## src/rtl/fetch_stage_pkg.sv

```systemverilog
// Shared types and constants for the instruction-fetch stage.
package fetch_stage_pkg;
    localparam int WORD_W        = 32;
    localparam int PC_STEP_BYTES = 4;

    typedef logic [WORD_W-1:0] word_t;

    localparam word_t PC_STEP = word_t'(PC_STEP_BYTES);

    typedef enum logic [1:0] {
        FETCH = 2'd0,
        DRAIN = 2'd1,
        HALT  = 2'd2
    } fetch_state_t;

    // Next-pc source chosen by the fetch FSM each cycle.
    typedef enum logic [1:0] {
        PC_HOLD  = 2'd0,
        PC_INC   = 2'd1,
        PC_REDIR = 2'd2,
        PC_PEND  = 2'd3
    } pc_sel_t;
endpackage

```

## src/rtl/fetch_stage_if.sv

```systemverilog
// Bundle of the instruction-memory handshake, control inputs and IF/ID latch outputs.
interface fetch_stage_if;
    logic                  imemREN;
    fetch_stage_pkg::word_t imemaddr;
    logic                  ihit;
    fetch_stage_pkg::word_t imemload;
    logic                  stall;
    logic                  redirect_en;
    fetch_stage_pkg::word_t redirect_pc;
    logic                  halt;
    logic                  out_valid;
    fetch_stage_pkg::word_t out_instr;
    fetch_stage_pkg::word_t out_pc;
    fetch_stage_pkg::word_t out_npc;
    logic                  halted;

    modport master (
        output imemREN, imemaddr, out_valid, out_instr, out_pc, out_npc, halted,
        input  ihit, imemload, stall, redirect_en, redirect_pc, halt
    );

    modport slave (
        input  imemREN, imemaddr, out_valid, out_instr, out_pc, out_npc, halted,
        output ihit, imemload, stall, redirect_en, redirect_pc, halt
    );
endinterface

```

## src/rtl/fetch_stage_pc_reg.sv

```systemverilog
// Program counter and pending redirect target, with the next-pc select mux.
module pc_reg
    import fetch_stage_pkg::*;
#(
    parameter word_t PC_INIT = 32'h0000_0000
) (
    input  logic    CLK,
    input  logic    nRST,
    input  pc_sel_t pc_sel_i,
    input  logic    pend_load_i,
    input  word_t   redirect_pc_i,
    output word_t   pc_o,
    output word_t   pending_pc_o
);
    word_t pc_q, pc_d;
    word_t pending_q, pending_d;

    always_comb begin
        pc_d      = pc_q;
        pending_d = pending_q;
        unique case (pc_sel_i)
            PC_HOLD:  pc_d = pc_q;
            PC_INC:   pc_d = pc_q + PC_STEP;
            PC_REDIR: pc_d = redirect_pc_i;
            PC_PEND:  pc_d = pending_q;
            default:  pc_d = pc_q;
        endcase
        if (pend_load_i) begin
            pending_d = redirect_pc_i;
        end
    end

    always_ff @(posedge CLK or negedge nRST) begin
        if (!nRST) begin
            pc_q      <= PC_INIT;
            pending_q <= '0;
        end else begin
            pc_q      <= pc_d;
            pending_q <= pending_d;
        end
    end

    assign pc_o         = pc_q;
    assign pending_pc_o = pending_q;
endmodule

```

## src/rtl/fetch_stage.sv

```systemverilog
// Instruction-fetch stage: fetch FSM, imem request and IF/ID latch outputs.
module fetch_stage
    import fetch_stage_pkg::*;
#(
    parameter word_t PC_INIT = 32'h0000_0000
) (
    input  logic          CLK,
    input  logic          nRST,
    fetch_stage_if.master bus
);
    fetch_state_t state_q, state_d;
    pc_sel_t      pc_sel;
    logic         pend_load;
    word_t        pc;
    word_t        pending_pc;

    pc_reg #(.PC_INIT(PC_INIT)) u_pc_reg (
        .CLK           (CLK),
        .nRST          (nRST),
        .pc_sel_i      (pc_sel),
        .pend_load_i   (pend_load),
        .redirect_pc_i (bus.redirect_pc),
        .pc_o          (pc),
        .pending_pc_o  (pending_pc)
    );

    always_ff @(posedge CLK or negedge nRST) begin
        if (!nRST) begin
            state_q <= FETCH;
        end else begin
            state_q <= state_d;
        end
    end

    always_comb begin
        state_d = state_q;
        unique case (state_q)
            FETCH: begin
                if (bus.halt) begin
                    state_d = HALT;
                end else if (bus.redirect_en && !bus.ihit) begin
                    state_d = DRAIN;
                end
            end
            DRAIN: begin
                if (bus.halt) begin
                    state_d = HALT;
                end else if (bus.ihit) begin
                    state_d = FETCH;
                end
            end
            HALT:    state_d = HALT;
            default: state_d = FETCH;
        endcase
    end

    // A miss must complete at the old address, so redirects during a miss are parked in pending_pc.
    always_comb begin
        pc_sel    = PC_HOLD;
        pend_load = 1'b0;
        unique case (state_q)
            FETCH: begin
                if (bus.halt) begin
                    pc_sel = PC_HOLD;
                end else if (bus.redirect_en) begin
                    if (bus.ihit) begin
                        pc_sel = PC_REDIR;
                    end else begin
                        pend_load = 1'b1;
                    end
                end else if (bus.ihit && !bus.stall) begin
                    pc_sel = PC_INC;
                end
            end
            DRAIN: begin
                if (!bus.halt) begin
                    if (bus.ihit) begin
                        pc_sel = bus.redirect_en ? PC_REDIR : PC_PEND;
                    end else if (bus.redirect_en) begin
                        pend_load = 1'b1;
                    end
                end
            end
            default: begin
                pc_sel    = PC_HOLD;
                pend_load = 1'b0;
            end
        endcase
    end

    assign bus.imemREN   = nRST && (state_q != HALT);
    assign bus.out_valid = nRST && (state_q == FETCH) && bus.ihit && !bus.redirect_en && !bus.halt;
    assign bus.imemaddr  = pc;
    assign bus.out_pc    = pc;
    assign bus.out_npc   = pc + PC_STEP;
    assign bus.out_instr = bus.imemload;
    assign bus.halted    = (state_q == HALT);
endmodule
```

## src/flat_wrapper.sv

```systemverilog
// flat-port wrapper written by rule: the top's interface ports become plain ports
module fetch_stage_flat import fetch_stage_pkg::*;
#(
    parameter word_t PC_INIT = 32'h0000_0000
)
  (CLK, nRST, bus_imemREN, bus_imemaddr, bus_out_valid, bus_out_instr, bus_out_pc, bus_out_npc, bus_halted, bus_ihit, bus_imemload, bus_stall, bus_redirect_en, bus_redirect_pc, bus_halt);
  fetch_stage_if bus_i ();
  input  logic CLK;
  input  logic nRST;
  output wire logic [$bits(bus_i.imemREN)-1:0] bus_imemREN;
  output wire logic [$bits(bus_i.imemaddr)-1:0] bus_imemaddr;
  output wire logic [$bits(bus_i.out_valid)-1:0] bus_out_valid;
  output wire logic [$bits(bus_i.out_instr)-1:0] bus_out_instr;
  output wire logic [$bits(bus_i.out_pc)-1:0] bus_out_pc;
  output wire logic [$bits(bus_i.out_npc)-1:0] bus_out_npc;
  output wire logic [$bits(bus_i.halted)-1:0] bus_halted;
  input wire logic [$bits(bus_i.ihit)-1:0] bus_ihit;
  input wire logic [$bits(bus_i.imemload)-1:0] bus_imemload;
  input wire logic [$bits(bus_i.stall)-1:0] bus_stall;
  input wire logic [$bits(bus_i.redirect_en)-1:0] bus_redirect_en;
  input wire logic [$bits(bus_i.redirect_pc)-1:0] bus_redirect_pc;
  input wire logic [$bits(bus_i.halt)-1:0] bus_halt;
  assign bus_imemREN = bus_i.imemREN;
  assign bus_imemaddr = bus_i.imemaddr;
  assign bus_out_valid = bus_i.out_valid;
  assign bus_out_instr = bus_i.out_instr;
  assign bus_out_pc = bus_i.out_pc;
  assign bus_out_npc = bus_i.out_npc;
  assign bus_halted = bus_i.halted;
  assign bus_i.ihit = bus_ihit;
  assign bus_i.imemload = bus_imemload;
  assign bus_i.stall = bus_stall;
  assign bus_i.redirect_en = bus_redirect_en;
  assign bus_i.redirect_pc = bus_redirect_pc;
  assign bus_i.halt = bus_halt;
  fetch_stage #(.PC_INIT(PC_INIT)) u_core (.CLK(CLK), .nRST(nRST), .bus(bus_i));
endmodule
```

## config.mk

```make
export PLATFORM = sky130hd
export DESIGN_NAME = fetch_stage_flat
export DESIGN_NICKNAME = d
export VERILOG_FILES = /design/src/rtl/fetch_stage_pkg.sv /design/src/rtl/fetch_stage_if.sv /design/src/rtl/fetch_stage_pc_reg.sv /design/src/rtl/fetch_stage.sv /design/src/flat_wrapper.sv
export SDC_FILE = /design/constraint.sdc
export NUM_CORES = 1
export LEC_CHECK = 0
export ABC_AREA = 1
export BUFFER_PORTS_ARGS = -buffer_cell sky130_fd_sc_hd__buf_2
export CAP_MARGIN = 5
export CORE_UTILIZATION = 52
export CTS_CLUSTER_SIZE = 14
export DETAILED_ROUTE_END_ITERATION = 6
export GPL_TIMING_DRIVEN = 0
export PLACE_DENSITY = 0.87
export RECOVER_POWER = 50
export SYNTH_ARGS = -nofsm -noshare
export SYNTH_HDL_FRONTEND = slang
export SYNTH_SLANG_ARGS = --single-unit
```

## constraint.sdc

```tcl
create_clock -name CLK -period 3.5 [get_ports CLK]
set_input_delay 0.35 -clock CLK [delete_from_list [all_inputs] [get_ports CLK]]
set_output_delay 0.35 -clock CLK [all_outputs]
set_load 0.01 [all_outputs]
```

==> run metrics <==
wire length after detailed routing 13600 um; summed instance area of the synthesized netlist 4580 sq um; worst-case register-to-register setup slack 1620 ps; Post-Syn Area per Cell 7.22 sq um; setup bufs post-CTS 0; number of global-route vias before repair 4427; number of antenna violations at the first check in global routing 0; DR DRC count 0; number of rows in the core area 33; Final Critical Period 2680 ps; capturing element type of the critical path output port; Core Area 8380 sq um; DR iter-0 viols 379; slowest library cell on the worst path sky130_fd_sc_hd__clkbuf_2; via-per-instance ratio 5.25; hold-fix buffer count after cts 0; final setup violation count 0; clock latency on the worst-skew pair 350 ps; path class of the lowest-slack min-delay path in -> reg; Worst Path Arrival 2330 ps; Num CTS Buffers 9; clock sinks 66; clk slew on worst S/H paths 70 ps; floorplan die width 95.9 um; DR vias 4853; fraction of the yosys area taken by sequential cells 36.0%; maximum level of the CTS H-tree 3; Final Hold Violating Endpoints 0; global-route wire length before repair 20800 um; fraction of power consumed by combinational cells 51.3%; startpoint class of the critical path primary input; WS Path Type in -> out; count of pins over their slew limit 68; Die ar. 9200 sq um; combined global-route utilization of all metal layers 30.4%; layout cells sized above 1 30.8%; Switching Fraction 45.5%; largest buffer count on any clock path 2; internal power 2.40 mW; maximum clock skew at final layout 7.44 ps; GP Congestion 0.928; final setup margin 823 ps; Gate Count Post-Synth 635; post-synthesis cell type count 35; Max Fclk 373 MHz; share of the clock period used by the worst path after layout 76.5%; mean routed wirelength per cell 14.8 um; Crit Path Max Fanout 67; unrepaired setup endpoints after global routing no; Initial Util 54.7%; die outline height 95.9 um; sequential cell fraction of total power 35.7%; run status finished with violations; Yosys warnings 0; Critical Path, Cell by Cell clkbuf_2 > inv_1 > nor4_1 > buf_2; DP HPWL 10400 um; violations in the final reports max-capacitance violations, max-slew violations; TNS Setup 0 ps; most frequently used flop master after synthesis sky130_fd_sc_hd__dfrtp_1; Port Buf Inserts 168; cells resized by post-CTS repair 0; Syn-to-layout area delta 23.2%; Cell Pwr Density 779 nW/um^2; filler cell count in the final layout 787; max cap viols 1; fraction of registers with async set/reset 100%; Inserted Diodes 0; clk root buf sky130_fd_sc_hd__clkbuf_8; Synthesized Nets 706; first drt pass iteration count 5; pin count of the biggest net entering global routing 68; number of nets in the layout 885; post-synthesis register bit count 66; Max transition margin -13.6%; worst setup timing slack at the placement stage 1310 ps; Peak supply drop 0.353 mV; transition time of the tightest slew-check pin 1700 ps; clock share of power 13.0%; remaining number of nets flagged by the antenna check after routing 0; number of synthesized flops with an enable pin 0; peak per-stage delay on the critical path 1200 ps; NetSw 2.00 mW; GR Overflow Total 0; leakage power 2.93 nW; TritonCTS clock tree yes; data required time at the worst endpoint 3150 ps; Ports 201
[worst max-delay path: cells and delay by family]
family | cells | cell delay (ps)
buffers and inverters | 3 | 1580
and+or+nand+nor | 1 | 360
[power groups by stage]
stage | combinational [mW] | clock, mW | sequential, mW
2_1_floorplan | 1.44 | 0 | 1.52
3_3_place_gp | 2.24 | 0 | 1.54
3_5_place_dp | 2.30 | 0 | 1.57
4_1_cts | 2.31 | 0.572 | 1.55
5_1_grt | 2.53 | 0.597 | 1.62
6_report | 2.26 | 0.572 | 1.57
[final timing paths]
path / depth (start not counted) / start / to
max: 4 / nRST / bus_out_valid
min: 2 / bus_halt / u_core.state_q[0]$_DFFE_PN0P_
max reg2reg: 8 / u_core.u_pc_reg.pc_o[2]$_DFFE_PN0P_ / u_core.u_pc_reg.pc_o[18]$_DFFE_PN0P_
min reg2reg: 2 / u_core.u_pc_reg.pending_pc_o[26]$_DFFE_PN0P_ / u_core.u_pc_reg.pending_pc_o[26]$_DFFE_PN0P_
max in group asynchronous: 1 / nRST / u_core.u_pc_reg.pc_o[16]$_DFFE_PN0P_
min in group asynchronous: 1 / nRST / u_core.u_pc_reg.pc_o[15]$_DFFE_PN0P_
[stage by stage]
stage	total power [mW]	area [sq um]	hold slack, ps	cells	util, %
6_report	4.40	5650	190	924	67.4
5_1_grt	4.75	5650	189	924	67.4
4_1_cts	4.43	5720	135	924	68.3
3_5_place_dp	3.86	5560	475	908	66.3
3_3_place_gp	3.79	5560	466	908	66.3
2_1_floorplan	2.96	4580	54.4	635	-
[synthesized netlist by cell type (2+ instances only)]
cell / instances / share of area [%]
sky130_fd_sc_hd__nand2_1: 184 / 15
sky130_fd_sc_hd__xor2_1: 2 / 0.38
sky130_fd_sc_hd__nand3_1: 35 / 3.8
sky130_fd_sc_hd__inv_1: 44 / 3.6
sky130_fd_sc_hd__o21bai_1: 2 / 0.33
sky130_fd_sc_hd__a21oi_1: 21 / 2.3
sky130_fd_sc_hd__nor2_1: 87 / 7.1
sky130_fd_sc_hd__a21boi_0: 7 / 1.1
sky130_fd_sc_hd__xor2_2: 4 / 1.4
sky130_fd_sc_hd__mux2_2: 16 / 3.9
sky130_fd_sc_hd__nor2_4: 4 / 0.98
sky130_fd_sc_hd__a31oi_1: 4 / 0.55
sky130_fd_sc_hd__nor2_2: 10 / 1.4
sky130_fd_sc_hd__nand2_2: 7 / 0.96
sky130_fd_sc_hd__nand4_1: 2 / 0.27
sky130_fd_sc_hd__buf_4: 70 / 11
sky130_fd_sc_hd__and2_1: 6 / 0.82
sky130_fd_sc_hd__o22ai_1: 4 / 0.55
sky130_fd_sc_hd__buf_2: 11 / 1.2
sky130_fd_sc_hd__o21ai_0: 26 / 2.8
sky130_fd_sc_hd__dfrtp_1: 66 / 36
sky130_fd_sc_hd__nor4_1: 2 / 0.27
sky130_fd_sc_hd__xnor2_1: 5 / 0.96
sky130_fd_sc_hd__clkbuf_1: 3 / 0.25
sky130_fd_sc_hd__inv_2: 3 / 0.25
[metal layers]
layer	global-route usage [%]	vias to the layer above	routed length, um
met5	0	-	0
met4	13.1	0	378
met3	7.19	39	1350
met2	49.9	289	6390
met1	38.4	2234	5530
li1	-	2291	-
[state kept, by name, indices dropped and copies added (netlist names)]
signal                        flops
u_core.state_q                    2
u_core.u_pc_reg.pending_pc_o     32
u_core.u_pc_reg.pc_o             32
[area by class of cell]
| cell class | count | area (sq um) | share of cell area (%) |
|---|---|---|---|
| inverter | 48 | 180 | 3.19 |
| sequential | 66 | 1650 | 29.2 |
| clock inverter | 2 | 12.5 | 0.221 |
| clock buffer | 14 | 153 | 2.70 |
| multi-input combinational | 437 | 2160 | 38.3 |
| timing repair buffer | 168 | 768 | 13.6 |
| buffer | 84 | 592 | 10.5 |
| tap | 105 | 131 | 2.33 |
[cell families after synthesis]
kind of cell,share of synthesized area [%]
AOI/OAI and AO/OA,8.87
xor gates and xnor gates,2.76
adders and majority gates,0.273
buffers and inverters,16.8
DFF,36.0
muxes,3.93
and+or+nand+nor,31.3
[layout by cell type, fill, tap and decap left out, types with 2 or more instances in the layout]
cell,n
sky130_fd_sc_hd__nor2_4,4
sky130_fd_sc_hd__a21boi_0,7
sky130_fd_sc_hd__nor2_1,87
sky130_fd_sc_hd__nand2_1,184
sky130_fd_sc_hd__xnor2_1,5
sky130_fd_sc_hd__clkbuf_1,65
sky130_fd_sc_hd__clkbuf_4,5
sky130_fd_sc_hd__a21oi_1,21
sky130_fd_sc_hd__nand4_1,2
sky130_fd_sc_hd__buf_4,65
sky130_fd_sc_hd__nand3_1,35
sky130_fd_sc_hd__buf_2,120
sky130_fd_sc_hd__nand2_2,7
sky130_fd_sc_hd__inv_2,3
sky130_fd_sc_hd__and2_1,6
sky130_fd_sc_hd__o21ai_0,26
sky130_fd_sc_hd__nor2_2,10
sky130_fd_sc_hd__o21bai_1,2
sky130_fd_sc_hd__xor2_2,4
sky130_fd_sc_hd__inv_1,44
sky130_fd_sc_hd__clkbuf_8,10
sky130_fd_sc_hd__dfrtp_1,66
sky130_fd_sc_hd__o22ai_1,4
sky130_fd_sc_hd__nor4_1,2
sky130_fd_sc_hd__mux2_2,16
sky130_fd_sc_hd__a31oi_1,4
sky130_fd_sc_hd__xor2_1,2
No activity file was read; power rests on OpenSTA's default activity.
